===== src/rtl/aibcr3_latch_wr_ctrl.sv =====
// Write-side sequencer for a bank of resettable configuration latches.
// Sequences setup / enable-pulse / hold for single-word writes and a pulsed bank clear.
module aibcr3_latch_wr_ctrl #(
    parameter int NUM_LATCH = 16,
    parameter int DW        = 8,
    parameter int AW        = 4,
    parameter int SETUP_CYC = 2,
    parameter int PULSE_CYC = 2,
    parameter int HOLD_CYC  = 2
) (
    input  logic                 clk,
    input  logic                 rst_n,
    input  logic                 wr_valid,
    input  logic [AW-1:0]        wr_addr,
    input  logic [DW-1:0]        wr_data,
    output logic                 wr_ready,
    input  logic                 clr_req,
    output logic                 wr_done,
    output logic                 wr_err,
    output logic                 busy,
    output logic [DW-1:0]        lat_d,
    output logic [NUM_LATCH-1:0] lat_e,
    output logic                 lat_cdn
);

    typedef enum logic [2:0] {
        ST_INIT,
        ST_IDLE,
        ST_SETUP,
        ST_PULSE,
        ST_HOLD,
        ST_CLR,
        ST_DONE
    } state_t;

    typedef struct packed {
        logic [AW-1:0] addr;
        logic          err;
    } req_t;

    localparam logic [3:0] SETUP_LD = 4'(SETUP_CYC - 1);
    localparam logic [3:0] PULSE_LD = 4'(PULSE_CYC - 1);
    localparam logic [3:0] HOLD_LD  = 4'(HOLD_CYC - 1);

    state_t               state_q, state_d;
    logic [3:0]           cnt_q, cnt_d;
    req_t                 req_q, req_d;
    logic [DW-1:0]        lat_d_q, lat_d_d;
    logic [NUM_LATCH-1:0] lat_e_q, lat_e_d;
    logic                 lat_cdn_q, lat_cdn_d;
    logic                 wr_ready_q, wr_ready_d;
    logic                 wr_done_q, wr_done_d;
    logic                 wr_err_q, wr_err_d;
    logic                 busy_q, busy_d;
    logic                 addr_in_range;
    logic [NUM_LATCH-1:0] addr_dec;

    // Extra bit keeps the compare correct when NUM_LATCH == 2**AW.
    assign addr_in_range = ({1'b0, wr_addr} < (AW+1)'(NUM_LATCH));

    for (genvar i = 0; i < NUM_LATCH; i++) begin : g_dec
        assign addr_dec[i] = (req_q.addr == AW'(i));
    end

    always_comb begin
        state_d = state_q;
        cnt_d   = cnt_q;
        req_d   = req_q;
        lat_d_d = lat_d_q;
        case (state_q)
            ST_INIT: state_d = ST_IDLE;
            ST_IDLE: begin
                if (clr_req) begin
                    state_d = ST_CLR;
                    cnt_d   = PULSE_LD;
                end else if (wr_valid) begin
                    state_d    = ST_SETUP;
                    cnt_d      = SETUP_LD;
                    req_d.addr = wr_addr;
                    req_d.err  = ~addr_in_range;
                    lat_d_d    = wr_data;
                end
            end
            ST_SETUP: begin
                if (cnt_q == 4'd0) begin
                    if (req_q.err) begin
                        state_d = ST_DONE;
                    end else begin
                        state_d = ST_PULSE;
                        cnt_d   = PULSE_LD;
                    end
                end else begin
                    cnt_d = cnt_q - 4'd1;
                end
            end
            ST_PULSE: begin
                if (cnt_q == 4'd0) begin
                    state_d = ST_HOLD;
                    cnt_d   = HOLD_LD;
                end else begin
                    cnt_d = cnt_q - 4'd1;
                end
            end
            ST_HOLD, ST_CLR: begin
                if (cnt_q == 4'd0) state_d = ST_DONE;
                else               cnt_d   = cnt_q - 4'd1;
            end
            ST_DONE: state_d = ST_IDLE;
            default: state_d = ST_INIT;
        endcase
    end

    // Outputs are registered from the next state so each phase's levels align with the phase itself.
    always_comb begin
        lat_e_d    = (state_d == ST_PULSE) ? addr_dec : '0;
        lat_cdn_d  = (state_d != ST_CLR);
        wr_ready_d = (state_d == ST_IDLE);
        busy_d     = (state_d != ST_IDLE);
        wr_done_d  = (state_q == ST_DONE);
        wr_err_d   = (state_q == ST_DONE) && req_q.err;
    end

    always_ff @(posedge clk or negedge rst_n) begin
        if (!rst_n) begin
            state_q    <= ST_INIT;
            cnt_q      <= 4'd0;
            req_q      <= '0;
            lat_d_q    <= '0;
            lat_e_q    <= '0;
            lat_cdn_q  <= 1'b0;
            wr_ready_q <= 1'b0;
            wr_done_q  <= 1'b0;
            wr_err_q   <= 1'b0;
            busy_q     <= 1'b1;
        end else begin
            state_q    <= state_d;
            cnt_q      <= cnt_d;
            req_q      <= req_d;
            lat_d_q    <= lat_d_d;
            lat_e_q    <= lat_e_d;
            lat_cdn_q  <= lat_cdn_d;
            wr_ready_q <= wr_ready_d;
            wr_done_q  <= wr_done_d;
            wr_err_q   <= wr_err_d;
            busy_q     <= busy_d;
        end
    end

    assign lat_d    = lat_d_q;
    assign lat_e    = lat_e_q;
    assign lat_cdn  = lat_cdn_q;
    assign wr_ready = wr_ready_q;
    assign wr_done  = wr_done_q;
    assign wr_err   = wr_err_q;
    assign busy     = busy_q;

endmodule


===== config.mk =====
export PLATFORM = sky130hd
export DESIGN_NAME = aibcr3_latch_wr_ctrl
export DESIGN_NICKNAME = d
export VERILOG_FILES = /design/src/rtl/aibcr3_latch_wr_ctrl.sv
export SDC_FILE = /design/constraint.sdc
export NUM_CORES = 1
export LEC_CHECK = 0
export CAP_MARGIN = 20
export CORE_ASPECT_RATIO = 2
export CORE_MARGIN = 1.5
export CORE_UTILIZATION = 49
export DETAILED_ROUTE_END_ITERATION = 10
export GPL_ROUTABILITY_DRIVEN = 0
export PLACE_DENSITY_LB_ADDON = 0.3
export SKIP_LAST_GASP = 1
export SLEW_MARGIN = 20
export SYNTH_ARGS = -nofsm -noshare
export SYNTH_HDL_FRONTEND = slang
export SYNTH_SLANG_ARGS = --single-unit

===== constraint.sdc =====
create_clock -name clk -period 6 [get_ports clk]
set_input_delay 1.2 -clock clk [delete_from_list [all_inputs] [get_ports clk]]
set_output_delay 1.2 -clock clk [all_outputs]
set_load 0.005 [all_outputs]

==> run summary, run 1 <==
status: complete, no violations
power density cells: 446 nW/um^2
ys async rst share: 1.00
Post-Route Utilization: 0.660
Post-CTS Setup Inserts: 0
register bit total from synthesis: 39
Worst VDD drop: 0.286 mV
Setup Slack @ Placement: 2730 ps
max-slew violation count: 0
Non-Filler Instances: 265
combinational share of power: 0.462
cts hold-fix bufs: 0
r2r startpoint: state_q[1]
yosys warns: 0
CTS H-tree lvls: 2
Die Width: 47.0 microns
total CTS buffers: 5
Syn Std Cell Area: 1900 sq um
Initial DRT Pass Iterations: 4
Post-Syn Nets: 196
share of cells above drive strength 1: 0.120
number of core rows: 31
synth-to-layout area growth: 26.8%
Tmin final: 2970 ps
Most used DFF post-synth: dfrtp_1
setup TNS: 0 ps
clock sinks: 39
# setup viols final: 0
first-pass GRT wire length: 6.88 mm
unrepaired setup endpoints after global routing: false
switching power: 426 uW
CP Launch Point: wr_valid
slew margin rel.: 0.359
fillers: 328
area occupied by multi-input gates: 836 sq um
Register-to-Register Path Depth: 6
Crit Path Class: input port to flop
Net Sw Frac: 0.398
CP Max Fanout: 29
Post-DRT Antenna Nets: 0
Critical Path RT: 6160 ps
vias in the first global route: 1,620
Pint: 646 uW
placed cell count: 257
Vias/cell: 5.71
via count: 1,514
DRT Wirelength: 4.10 mm
Yosys cell types: 39
fmax: 337 MHz
RR Endpoint: lat_cdn
Clock power frac: 0.154
total global-route track usage: 0.221
Sequential Area: 977 sq um
max cap viols: 0
Core Area: 3650 sq um
cell count after synthesis: 176
r2r setup slk: 3360 ps
sequential fraction of design power: 0.385
Mean Syn Cell Area: 10.8 sq um
Initial Util: 0.521
die area: 4280 sq um
CTS Buffer Depth: 2
Post-synth EDFFs: 0
post-DP HPWL: 3.11 mm
Crit. End Element: flop
pin count of the biggest net entering global routing: 40
Tcrit/Tclk final: 0.495
startpoint types: input port
Slew @ Worst Pin: 961 ps
Layout Skew: 3.96 ps
Skew-Pair Late Insertion Delay: 290 ps
CTS tree: yes
nets: 235
CTS Root Cell: clkbuf_8
antenna violations before repair: 0
DRT iter0 DRCs: 31
final hold violation count: 0
CTS clk-pin slew, worst paths: 70 ps
I/O pin count: 45
total grt overflow: 0
residual DRC count: 0
leakage power total: 0.974 nW
register area share after synthesis: 0.515
Ant. Diodes: 0
final worst setup slack: 3030 ps
DIE HEIGHT: 91.0 microns
drt wl/cell: 15.5 microns
crit path DAT: 3130 ps
post-cts resize count: 0
Tightest Hold Check Type: flop to flop
CP endpoint: lat_cdn
Port Buffers: 43
[power by group through the flow]
stage	logic [mW]	clock network [mW]	registers [mW]
final	0.495	0.165	0.412
after global placement	0.466	0	0.410
after detailed placement	0.490	0	0.415
after global routing	0.545	0.181	0.422
after CTS	0.493	0.170	0.412
after floorplan	0.346	0	0.398
[per-layer routing]
layer,share of wire,global-route usage,vias to the layer above
met5,0,0,-
met4,0.033,0.0995,0
met3,0.040,0.0517,13
met2,0.58,0.416,46
met1,0.34,0.196,729
li1,-,-,726
[worst min-delay path by stage]
stage | start | end | slack [ps] | depth (start not counted)
floorplan | state_q[0] | wr_done | 500 | 1
global placement | lat_d[7] | lat_d[7] | 490 | 1
detailed placement | lat_d[6] | lat_d[6] | 500 | 1
CTS | lat_d[5] | lat_d[5] | 520 | 1
global route | lat_d[2] | lat_d[2] | 540 | 1
finish | lat_d[6] | lat_d[6] | 520 | 1
[cell usage after synthesis (all sizes together) (2+ instances only)]
master	count	area, sq um
nor3	16	80.1
mux2	12	135
nor2b	5	31.3
a21oi	6	33.8
clkbuf	2	7.51
nand2b	5	31.3
buf	10	61.3
inv	5	18.8
o21ai	13	65.1
or4	2	15.0
o211ai	8	60.1
dfrtp	38	951
nor2	14	52.6
nor4	11	68.8
nand2	4	15.0
ha	4	50.1
a311oi	3	32.5
[cell usage in the layout (no fill, tap or decap), types with 2 or more instances in the layout]
master,synthesis,routed
a311oi_1,2,2
clkbuf_8,0,5
or4_1,2,2
o21ai_0,13,13
clkbuf_1,2,3
nor4_1,11,11
nand2_1,4,4
o211ai_1,8,8
nor3_1,16,16
clkdlybuf4s50_1,0,42
nor2b_1,5,5
nand2b_1,5,5
nor2_1,14,13
mux2_2,12,12
a21oi_1,5,5
ha_1,4,4
inv_1,5,5
dfrtp_1,38,38
[cell families (layout without fill, tap and decap cells)]
group                      Yosys count  count (layout)  share of synthesized area
DFF                                 39              39                      0.515
AOI/OAI and AO/OA                   36              36                      0.137
adders and majority gates            4               4                     0.0264
buffers and inverters               17              57                     0.0461
other                                1               1                    0.00198
muxes                               12              12                     0.0712
and+or+nand+nor                     67              67                      0.202
[state kept, by name, summed over array words and instances (netlist names)]
register	flops
wr_ready	1
cnt_q	4
req_q	4
lat_d	8
lat_cdn	1
wr_done	1
state_q	3
busy	1
lat_e	16
[per-stage QoR]
stage	total power [mW]	hold slack [ps]	instance area [sq um]
finish	1.07	516	2410
global route	1.15	543	2410
CTS	1.07	517	2400
detailed placement	0.906	499	2320
global placement	0.876	493	2320
floorplan	0.745	498	1900
[critical path, cell delays in order]
cell	delay, ps
clkdlybuf4s50_1	420
nor2b_1	150
and3_1	480
or2_1	400
or4_1	470
[final cells by class]
cell class              instances  share of cell area
inverters                       5             0.00780
flip-flops and latches         39               0.406
well taps                      49              0.0255
multi-input cells             120               0.347
clock buffers                   8              0.0333
repair buffers                 44               0.180
(Power assumes the default switching activity.)
==> run 2: changes to the inputs <==
clock period = 2.8 ns   (was 6 ns; I/O delays follow)
==> run summary, run 2 (synthesis gave the netlist of run 1 again) <==
unrepaired setup endpoints after global routing: false
crit path DAT: 2740 ps
Critical Path RT: 2960 ps
vias in the first global route: 1,512
slew margin rel.: 0.443
placed cell count: 260
Tcrit/Tclk final: 0.923
CTS Root Cell: clkbuf_8
max cap viols: 0
residual DRC count: 0
final hold violation count: 0
CTS Buffer Depth: 2
I/O pin count: 45
drt wl/cell: 15.1 microns
via count: 1,535
number of core rows: 31
max reg flops: 16
max-slew violation count: 0
clock sinks: 39
synth-to-layout area growth: 29.8%
DRT Wirelength: 4.06 mm
Tightest Hold Check Type: input port to async pin
Initial DRT Pass Iterations: 4
commonest non-fill, non-tap cell in the layout: clkdlybuf4s50_1
Port Buffers: 43
Ant. Diodes: 0
Vias/cell: 5.73
Die Width: 47.0 microns
fmax: 387 MHz
total CTS buffers: 5
Post-DRT Antenna Nets: 0
# setup viols final: 0
pin count of the biggest net entering global routing: 40
DIE HEIGHT: 91.0 microns
total global-route track usage: 0.212
total grt overflow: 0
cts hold-fix bufs: 0
leakage power total: 1.01 nW
CTS tree: yes
Non-Filler Instances: 268
Layout Skew: 7.21 ps
first-pass GRT wire length: 6.60 mm
Slew @ Worst Pin: 835 ps
Worst VDD drop: 0.556 mV
post-cts resize count: 0
Core Area: 3650 sq um
setup TNS: 0 ps
CTS clk-pin slew, worst paths: 70 ps
share of cells above drive strength 1: 0.142
Initial Util: 0.521
Tmin final: 2580 ps
DRT iter0 DRCs: 59
startpoint types: flop
Post-Route Utilization: 0.676
status: complete, no violations
Crit Path Class: flop to flop
die area: 4280 sq um
power density cells: 988 nW/um^2
CP Max Fanout: 17
most frequent cells in the layout: 42 x clkdlybuf4s50_1, 38 x dfrtp_1, 16 x nor3_1, 14 x nor2_1, 13 x o21ai_0
antenna violations before repair: 0
Skew-Pair Late Insertion Delay: 290 ps
Crit. End Element: flop
nets: 238
Post-CTS Setup Inserts: 0
post-DP HPWL: 2.96 mm
CTS H-tree lvls: 2
==> run 2: cell count changes in the layout (fill, tap and decap cells not counted) <==
cell	previous run	this run
bufinv_16	0	1
nor2_1	13	14
nor2_2	1	0
clkinv_2	0	1
buf_4	1	4
clkbuf_1	3	0
clkbuf_8	5	6
==> run 2: per-stage QoR <==
stage	area [sq um]	hold slack [ps]	worst slack (ps)	total power, mW
5_1_grt	2460	441	54.2	2.60
3_3_place_gp	2350	492	406	1.90
4_1_cts	2460	393	249	2.44
3_5_place_dp	2350	499	258	1.95
6_report	2460	366	216	2.44
2_1_floorplan	1900	264	765	1.60
==> run 2: where the power goes <==
part	total (mW)	switching, mW	internal [mW]	leakage (nW)
sequential	0.878	0.158	0.720	0.502
clock	0.479	0.191	0.288	0.0612
combinational	1.08	0.575	0.503	0.449
==> run 2: area by class of cell <==
type	instances	area, sq um
inverters	5	18.8
well taps	49	61.3
clock inverters	2	35.0
clock buffers	6	82.6
repair buffers	47	455
flip-flops and latches	39	977
fillers	301	1180
multi-input cells	120	833
==> run 2: per-layer routing <==
| layer | part of all wire | track usage |
|---|---|---|
| met5 | 0 | 0 |
| met4 | 0.025 | 0.113 |
| met3 | 0.045 | 0.0497 |
| met2 | 0.57 | 0.369 |
| met1 | 0.36 | 0.214 |
==> run 2: worst paths after layout <==
path | startpoint | end | slack (ps) | cells after the start
max reg2reg | state_q[1] | lat_cdn | 220 | 6
max | state_q[1] | lat_cdn | 220 | 6
min | rst_n | cnt_q[2] | 370 | 1
min in group clk | lat_d[4] | lat_d[4] | 510 | 1
min reg2reg | lat_d[4] | lat_d[4] | 510 | 1
max in group asynchronous | rst_n | lat_e[5] | 1910 | 1
==> run 2: worst max-delay path, cell delays in order (launching register included) <==
cell,delay (ps)
dfrtp_1,570
inv_1,190
ha_1,340
nand4bb_1,300
o311ai_4,260
or2_1,310
or4_1,480
==> run 3: changes to the inputs <==
clock period = 3.36 ns   (was 2.8 ns; I/O delays follow)
==> run summary, run 3 (synthesis gave the netlist of run 1 again) <==
CTS clk-pin slew, worst paths: 70 ps
combinational share of power: 0.461
Die Width: 47.0 microns
Vias/cell: 5.85
Clock power frac: 0.162
Worst VDD drop: 0.440 mV
fmax: 380 MHz
I/O pin count: 45
CP top delay family: simple AND/OR/NAND/NOR gates
total global-route track usage: 0.212
clock sinks: 39
final worst setup slack: 725 ps
DRT Wirelength: 4.08 mm
Buf+Inv Stages, Crit Path: 1
vias in the first global route: 1,559
residual DRC count: 0
post-cts resize count: 0
Initial Util: 0.521
fillers: 324
number of core rows: 31
Register-to-Register Path Depth: 6
startpoint types: flop
Critical Path RT: 3520 ps
antenna violations before repair: 0
cts hold-fix bufs: 0
die area: 4280 sq um
slew margin rel.: 0.336
Post-CTS Setup Inserts: 0
Setup Slack @ Placement: 597 ps
CTS Root Cell: clkbuf_8
synth-to-layout area growth: 27.6%
post-DP HPWL: 3.09 mm
max cap viols: 0
setup TNS: 0 ps
share of cells above drive strength 1: 0.129
# setup viols final: 0
nets: 236
hold slack final: 477 ps
area occupied by multi-input gates: 833 sq um
status: complete, no violations
CTS Buffer Depth: 2
Core Area: 3650 sq um
Tightest Hold Check Type: input port to async pin
Net Sw Frac: 0.396
DRT iter0 DRCs: 41
Initial DRT Pass Iterations: 4
power density cells: 806 nW/um^2
CP Max Fanout: 17
Crit. End Element: flop
switching power: 773 uW
CTS tree: yes
via count: 1,557
r2r setup slk: 730 ps
first-pass GRT wire length: 6.60 mm
r2r startpoint: state_q[1]
crit path DAT: 2800 ps
Port Buffers: 43
Slew @ Worst Pin: 996 ps
unrepaired setup endpoints after global routing: false
commonest non-fill, non-tap cell in the layout: clkdlybuf4s50_1
total power: 1.95 mW
Pint: 1.18 mW
leakage power total: 0.988 nW
Critical Path, Cell by Cell: inv_1 -> ha_1 -> nand4bb_1 -> o311ai_4 -> or2_1 -> or4_1
Sequential Area: 977 sq um
Ant. Diodes: 0
Crit Path Class: flop to flop
sequential fraction of design power: 0.376
total grt overflow: 0
DIE HEIGHT: 91.0 microns
Post-Route Utilization: 0.664
Slowest-stage cell, CP: dfrtp_1
Skew-Pair Late Insertion Delay: 290 ps
Layout Skew: 5.82 ps
max reg flops: 16
max-slew violation count: 0
Max stage delay on crit path: 580 ps
most frequent cells in the layout: 42 x clkdlybuf4s50_1, 38 x dfrtp_1, 16 x nor3_1, 14 x nor2_1, 13 x o21ai_0
Tmin final: 2630 ps
pin count of the biggest net entering global routing: 40
final hold violation count: 0
total CTS buffers: 5
Tcrit/Tclk final: 0.784
drt wl/cell: 15.3 microns
CTS H-tree lvls: 2
Post-DRT Antenna Nets: 0
RR Endpoint: lat_cdn
run 3: cell count changes in the layout (fill, tap and decap cells not counted):
cell	before	now
bufinv_16	1	0
clkbuf_1	0	1
buf_4	4	2
run 3: final cells by class:
| class | instances | area share |
|---|---|---|
| Sequential cell | 39 | 0.403 |
| Multi-Input combinational cell | 120 | 0.344 |
| Timing Repair Buffer | 45 | 0.182 |
| Clock buffer | 7 | 0.0356 |
| Tap cell | 49 | 0.0253 |
| Inverter | 5 | 0.00775 |
| Clock inverter | 1 | 0.00207 |
run 3: power groups by stage:
stage | Clock (mW) | Combinational, mW | Sequential, mW
4_1_cts | 0.325 | 0.900 | 0.733
3_3_place_gp | 0 | 0.849 | 0.731
5_1_grt | 0.346 | 0.983 | 0.751
3_5_place_dp | 0 | 0.895 | 0.741
2_1_floorplan | 0 | 0.619 | 0.711
6_report | 0.317 | 0.901 | 0.735
run 3: how the worst max path moves through the flow:
| stage | startpoint | cells after the start | to |
|---|---|---|---|
| 3_5_place_dp | wr_valid | 5 | lat_e[4] |
| 4_1_cts | state_q[1] | 6 | lat_cdn |
| 2_1_floorplan | state_q[2] | 6 | lat_cdn |
| 6_report | state_q[1] | 6 | lat_cdn |
| 5_1_grt | state_q[1] | 6 | lat_cdn |
| 3_3_place_gp | wr_valid | 5 | lat_cdn |
run 3: worst register-to-register path, delay by kind of cell, from the launching register on:
kind / cells / cell delay [ps]
adders and majority gates: 1 / 350
DFF: 1 / 580
buffers and inverters: 1 / 200
AOI/OAI and AO/OA: 1 / 280
and+or+nand+nor: 3 / 1100
run 3: per-stage QoR:
stage / std cells / area (sq um)
after floorplan: 176 / 1900
after global placement: 258 / 2330
after global routing: 266 / 2420
after CTS: 266 / 2420
after detailed placement: 258 / 2330
final: 266 / 2420
run 3: metal layers:
layer	track usage	up-vias	share of wire
li1	-	725	-
met4	0.104	0	0.029
met3	0.0457	12	0.039
met5	0	-	0
met2	0.386	53	0.58
met1	0.202	767	0.35
